$ cat config.mk
export PLATFORM = sky130hd
export DESIGN_NAME = soundgen_poly_pwm_flat
export DESIGN_NICKNAME = d
export VERILOG_FILES = /design/src/rtl/soundgen_poly_pwm_if.sv /design/src/rtl/soundgen_poly_pwm.sv /design/src/flat_wrapper.sv
export SDC_FILE = /design/constraint.sdc
export NUM_CORES = 1
export LEC_CHECK = 0
export CAP_MARGIN = 30
export CORE_ASPECT_RATIO = 0.7
export CORE_MARGIN = 5
export CORE_UTILIZATION = 23
export CTS_CLUSTER_SIZE = 40
export DETAILED_ROUTE_END_ITERATION = 8
export HOLD_SLACK_MARGIN = 0.15
export PLACE_DENSITY = 0.33
export SETUP_SLACK_MARGIN = 0.02
export SKIP_CTS_REPAIR_TIMING = 1
export SKIP_LAST_GASP = 1
export SLEW_MARGIN = 20
export SYNTH_ARGS = -nofsm -noshare
export SYNTH_HDL_FRONTEND = slang
export SYNTH_SLANG_ARGS = --single-unit
$ cat constraint.sdc
create_clock -name clk -period 11.3 [get_ports clk]
set_input_delay 2.26 -clock clk [delete_from_list [all_inputs] [get_ports clk]]
set_output_delay 2.26 -clock clk [all_outputs]
set_load 0.005 [all_outputs]
$ cat src/rtl/soundgen_poly_pwm_if.sv
// soundgen_poly_pwm_if: voice write port of the polyphonic sound core
interface soundgen_poly_pwm_if #(
   parameter int NCH   = 4,
   parameter int ACC_W = 16
);
   localparam int AW = NCH > 1 ? $clog2(NCH) : 1;
   logic             wr_en;
   logic [AW-1:0]    wr_addr;
   logic [ACC_W-1:0] wr_tune;
   logic [1:0]       wr_mode;
   modport master (output wr_en, wr_addr, wr_tune, wr_mode);
   modport slave  (input  wr_en, wr_addr, wr_tune, wr_mode);
endinterface

$ cat src/rtl/soundgen_poly_pwm.sv
// soundgen_poly_pwm: NCH phase-accumulator voices mixed into an N-bit PWM DAC
module soundgen_poly_pwm #(
   parameter int N     = 8,
   parameter int NCH   = 4,
   parameter int ACC_W = 16
) (
   input  logic                 clk,
   input  logic                 reset,
   soundgen_poly_pwm_if.slave   wr,
   output logic                 pwm_out,
   output logic                 sample_tick,
   output logic [N-1:0]         level
);
   localparam int AW = NCH > 1 ? $clog2(NCH) : 1;
   localparam int SH = $clog2(NCH);
   localparam int SW = N + AW;
   localparam logic [N-1:0] TOP = {N{1'b1}};

   logic [N-1:0]     cnt, duty, mix;
   logic [ACC_W-1:0] phase [NCH];
   logic [ACC_W-1:0] tune [NCH];
   logic [1:0]       mode [NCH];
   logic [N-1:0]     samp [NCH];
   logic [SW-1:0]    sum;
   logic             wrap;

   assign wrap  = cnt == TOP;
   assign level = duty;

   // Free-running PWM counter; duty reloads only at the wrap so a period is never split
   always_ff @(posedge clk or posedge reset)
      if (reset) begin
         cnt         <= '0;
         duty        <= '0;
         mix         <= '0;
         pwm_out     <= 1'b0;
         sample_tick <= 1'b0;
      end else begin
         cnt         <= cnt + 1'b1;
         duty        <= wrap ? mix : duty;
         mix         <= sum[SH +: N];
         pwm_out     <= cnt < duty;
         sample_tick <= cnt == TOP - 1'b1;
      end

   // Voice state: writes take tune/mode; phases step with the pre-write tune at each wrap, off-mode write clears phase
   always_ff @(posedge clk or posedge reset)
      if (reset) begin
         for (int i = 0; i < NCH; i++) begin
            phase[i] <= '0;
            tune[i]  <= '0;
            mode[i]  <= 2'b00;
         end
      end else begin
         for (int i = 0; i < NCH; i++) begin
            if (wr.wr_en && wr.wr_addr == AW'(i)) begin
               tune[i] <= wr.wr_tune;
               mode[i] <= wr.wr_mode;
            end
            if (wr.wr_en && wr.wr_addr == AW'(i) && wr.wr_mode == 2'b00)
               phase[i] <= '0;
            else if (wrap)
               phase[i] <= phase[i] + tune[i];
         end
      end

   for (genvar g = 0; g < NCH; g++) begin : g_voice
      logic [N-1:0] p;
      assign p = phase[g][ACC_W-1 -: N];
      assign samp[g] = mode[g] == 2'b01 ? {N{p[N-1]}} :
                       mode[g] == 2'b10 ? p :
                       mode[g] == 2'b11 ? (p[N-1] ? ~{p[N-2:0], 1'b0} : {p[N-2:0], 1'b0}) :
                       '0;
   end

   // Mixer sum, widened by AW bits so NCH full-scale voices cannot overflow
   always_comb begin
      sum = '0;
      for (int i = 0; i < NCH; i++)
         sum = sum + SW'(samp[i]);
   end
endmodule

$ cat src/flat_wrapper.sv
// flat-port wrapper written by rule: the top's interface ports become plain ports
module soundgen_poly_pwm_flat 
#(
   parameter int N     = 8,
   parameter int NCH   = 4,
   parameter int ACC_W = 16
)
  (clk, reset, pwm_out, sample_tick, level, wr_wr_en, wr_wr_addr, wr_wr_tune, wr_wr_mode);
  soundgen_poly_pwm_if #(.NCH(NCH), .ACC_W(ACC_W)) wr_i ();
  input  logic clk;
  input  logic reset;
  output logic pwm_out;
  output logic sample_tick;
  output logic [N-1:0] level;
  input wire logic [$bits(wr_i.wr_en)-1:0] wr_wr_en;
  input wire logic [$bits(wr_i.wr_addr)-1:0] wr_wr_addr;
  input wire logic [$bits(wr_i.wr_tune)-1:0] wr_wr_tune;
  input wire logic [$bits(wr_i.wr_mode)-1:0] wr_wr_mode;
  assign wr_i.wr_en = wr_wr_en;
  assign wr_i.wr_addr = wr_wr_addr;
  assign wr_i.wr_tune = wr_wr_tune;
  assign wr_i.wr_mode = wr_wr_mode;
  soundgen_poly_pwm #(.N(N), .NCH(NCH), .ACC_W(ACC_W)) u_core (.clk(clk), .reset(reset), .wr(wr_i), .pwm_out(pwm_out), .sample_tick(sample_tick), .level(level));
endmodule
==> metrics.log <==
INFO  metric outcome = finished, final reports clean
INFO  metric timing.final.crit_share = 38.0%
INFO  metric final_layout_size_suffix_gt1_share = 12.4%
INFO  metric max-cap-violations = 0
INFO  metric rsz_0062_raised_after_global_routing = no
INFO  metric design.core.area = 46300 sq um
INFO  metric grt_antenna_before_repair = 10
INFO  metric drt-total-wl = 32800 um
INFO  metric die_width = 268 um
INFO  metric global_route.overflow_total = 0
INFO  metric chipHeight = 191 um
INFO  metric gp_routability_congestion = 0.751
INFO  metric hold-path-cell-count = 2
INFO  metric vias_per_cell = 4.65
INFO  metric synth_seq_cells = 162
INFO  metric worst_setup_path_end_kind = flip-flop
INFO  metric max_slew.worst_pin.slew = 0.803 ns
INFO  metric grt_pass1_vias = 8274
INFO  metric timing.slew.headroom = 46.4%
INFO  metric static-leakage-power = 5.33 nW
INFO  metric nNetsFinal = 1264
INFO  metric yosysSeqAreaShare = 37.7%
INFO  metric finalSetupTns = 0 ns
INFO  metric maxClockFrequency = 233 MHz
INFO  metric avgRoutedWirePerCell = 18.6 um
INFO  metric pwr_density_cell = 162 nW/um^2
INFO  metric power = 2.00 mW
INFO  metric worst_setup_path_start_kind = primary input
INFO  metric grt.total_usage = 13.2%
INFO  metric number_of_standard_cell_rows_in_the_floorplan = 66
INFO  metric post-place-ws = 6.47 ns
INFO  metric vias = 8221
INFO  metric initial_utilization = 23.2%
INFO  metric io_buffers = 32
INFO  metric synthToLayoutAreaGrowth = 14.8%
INFO  metric synthesis.instances = 1130
INFO  metric dpl_cell_area = 11700 sq um
INFO  metric numCtsBuffers = 17
INFO  metric fill_cells = 4952
INFO  metric worst_ep_arrival_time = 4.62 ns
INFO  metric drt_pass1_iterations = 4
INFO  metric fin_area = 12300 sq um
INFO  metric residual_antenna_violating_net_count_after_detailed_routing = 0
INFO  metric r2r_slack = 7.06 ns
INFO  metric postSynth.asyncResetShare = 100%
INFO  metric register_area = 4050 sq um
INFO  metric clock-sinks = 162
INFO  metric cts_tree = yes
INFO  metric setup_viol = 0
INFO  metric most-common-layout-cells = 162 x sky130_fd_sc_hd__dfrtp_1, 126 x sky130_fd_sc_hd__nand2_1, 95 x sky130_fd_sc_hd__a21oi_1
INFO  metric initialDrtViolationCount = 504
INFO  metric hold_path_class = reg -> reg
INFO  metric root_buffer = sky130_fd_sc_hd__clkbuf_16
INFO  metric postSynth.topFlopCell = sky130_fd_sc_hd__dfrtp_1
INFO  metric number_of_hold_violations_in_the_final_report = 0
INFO  metric ff2ff_path_depth = 17
INFO  metric layout.cells.most_common = sky130_fd_sc_hd__dfrtp_1
INFO  metric clock_insertion_delay_worst_skew = 0.45 ns
INFO  metric irDropWorstVdd = 0.0798 mV
INFO  metric number_of_different_library_cells_in_the_post_synthesis_netlist = 68
INFO  metric synth_enable_flop_cells = 0
INFO  metric worst_ep_required_time = 11.63 ns
INFO  metric clock_tree.buffer_depth = 2
INFO  metric multi_input_comb_area = 6260 sq um
INFO  metric die_area = 51200 sq um
INFO  metric hpwl = 23600 um
INFO  metric ys.warnings.count = 0
INFO  metric cts.reportedPaths.clkPinSlew = 0.07 ns
INFO  metric clock-skew-final = 0.0175 ns
INFO  metric grt_max_degree = 61
INFO  metric min_clock_period_post_route = 4.30 ns
INFO  metric syn-mean-instance-area = 9.51 sq um
INFO  metric finalMaxSlewViolations = 0
INFO  metric maximum_level_of_the_cts_h_tree = 4
INFO  metric synth_nets = 1251
INFO  metric insertedDiodeCount = 0
INFO  metric setup_ws = 7.00 ns
INFO  metric post-route-drc-count = 0
INFO  metric crit_path_class = in -> reg
INFO  metric critPathMaxFanout = 15
INFO  metric syn-cell-area = 10700 sq um
INFO  metric ports = 33
INFO  metric grt_first_pass_wirelength = 51400 um
[Yosys cell counts, types with 4 or more instances]
cell type	count	area [sq um]
sky130_fd_sc_hd__dfrtp_1	162	4050
sky130_fd_sc_hd__nand2_1	126	473
sky130_fd_sc_hd__a21oi_1	95	475
sky130_fd_sc_hd__ha_1	85	1060
sky130_fd_sc_hd__mux2_2	71	800
sky130_fd_sc_hd__o21ai_0	58	290
sky130_fd_sc_hd__inv_1	50	188
sky130_fd_sc_hd__nor2_1	49	184
sky130_fd_sc_hd__xnor2_1	45	394
sky130_fd_sc_hd__nand3_1	38	190
sky130_fd_sc_hd__a21o_1	37	278
sky130_fd_sc_hd__nor3_1	29	145
sky130_fd_sc_hd__clkbuf_1	26	97.6
sky130_fd_sc_hd__o21ai_1	24	120
sky130_fd_sc_hd__a211oi_1	21	158
sky130_fd_sc_hd__buf_2	15	75.1
sky130_fd_sc_hd__fa_1	13	260
sky130_fd_sc_hd__and3_1	12	75.1
sky130_fd_sc_hd__nand2b_1	12	75.1
sky130_fd_sc_hd__o21bai_1	12	90.1
sky130_fd_sc_hd__xor2_1	11	96.3
sky130_fd_sc_hd__a31oi_1	10	62.6
sky130_fd_sc_hd__a211oi_2	7	87.6
sky130_fd_sc_hd__and2_1	7	43.8
sky130_fd_sc_hd__mux2i_1	7	70.1
sky130_fd_sc_hd__nor3b_1	7	52.6
sky130_fd_sc_hd__nand4_1	6	37.5
sky130_fd_sc_hd__nand4b_1	6	52.6
sky130_fd_sc_hd__o211ai_1	6	45.0
sky130_fd_sc_hd__a31o_2	5	43.8
sky130_fd_sc_hd__buf_1	5	18.8
sky130_fd_sc_hd__nor2b_1	5	31.3
sky130_fd_sc_hd__and4_1	4	35.0
sky130_fd_sc_hd__buf_4	4	30.0
sky130_fd_sc_hd__nor4b_1	4	35.0
sky130_fd_sc_hd__o31ai_1	4	30.0
[power breakdown]
group          internal [mW]  switching [mW]
sequential             0.668          0.0773
combinational          0.281           0.354
clock                  0.366           0.257
total                   1.32           0.688
[kinds of logic after synthesis]
logic type	after synthesis	synth area share (%)
and+or+nand+nor	324	14.8
adders and majority gates	98	12.3
AOI/OAI and AO/OA	310	18.5
DFF	162	37.7
xor gates and xnor gates	56	4.57
muxes	78	8.09
buffers and inverters	102	4.02
[state kept, by name, summed over array words and instances, names as in the netlist]
name and flops:
u_core.mode 8, u_core.phase 32, u_core.g_voice.p 32, u_core.pwm_out 1
u_core.cnt 8, u_core.level 8, u_core.tune 64, u_core.mix 8
u_core.sample_tick 1
[worst max-delay path, cell delays in order]
cell and delay (ns):
sky130_fd_sc_hd__clkdlybuf4s50_1 0.67, sky130_fd_sc_hd__nor2_1 0.58, sky130_fd_sc_hd__and2_1 0.68, sky130_fd_sc_hd__nor4b_1 0.12
sky130_fd_sc_hd__a31oi_1 0.20, sky130_fd_sc_hd__nand3_1 0.10
[per-layer routing]
layer	part of all wire, %	global-route usage, %	vias up	routed length, um
met2	40	18.5	74	13200
met1	57	21.1	4037	18700
met5	0	0	-	0
met4	0.70	2.58	0	228
li1	-	-	4099	-
met3	2.2	2.15	11	729
[area by class of cell]
| type | instances | share of cell area (%) |
|---|---|---|
| tap | 612 | 6.21 |
| inverter | 50 | 1.56 |
| timing repair buffer | 46 | 3.65 |
| sequential | 162 | 32.9 |
| clock inverter | 8 | 1.01 |
| multi-input combinational | 866 | 50.8 |
| clock buffer | 24 | 3.91 |
[worst paths after layout]
check,from,endpoint
max reg2reg,u_core.mode[4],u_core.mix[4]
min in group asynchronous,reset,u_core.sample_tick
max,wr_wr_mode[1],u_core.g_voice[0].p[6]
min,u_core.mix[0],u_core.level[0]
min reg2reg,u_core.mix[0],u_core.level[0]
max in group asynchronous,reset,u_core.phase[54]
[through the flow]
stage	util, %	instances	hold slack, ns
detailed placement	25.2	1734	0.425
floorplan	-	1130	0.414
global placement	25.2	1734	0.426
global route	26.6	1768	0.497
CTS	26.5	1766	0.442
finish	26.6	1768	0.441
No activity file was read; power rests on OpenSTA's default activity.
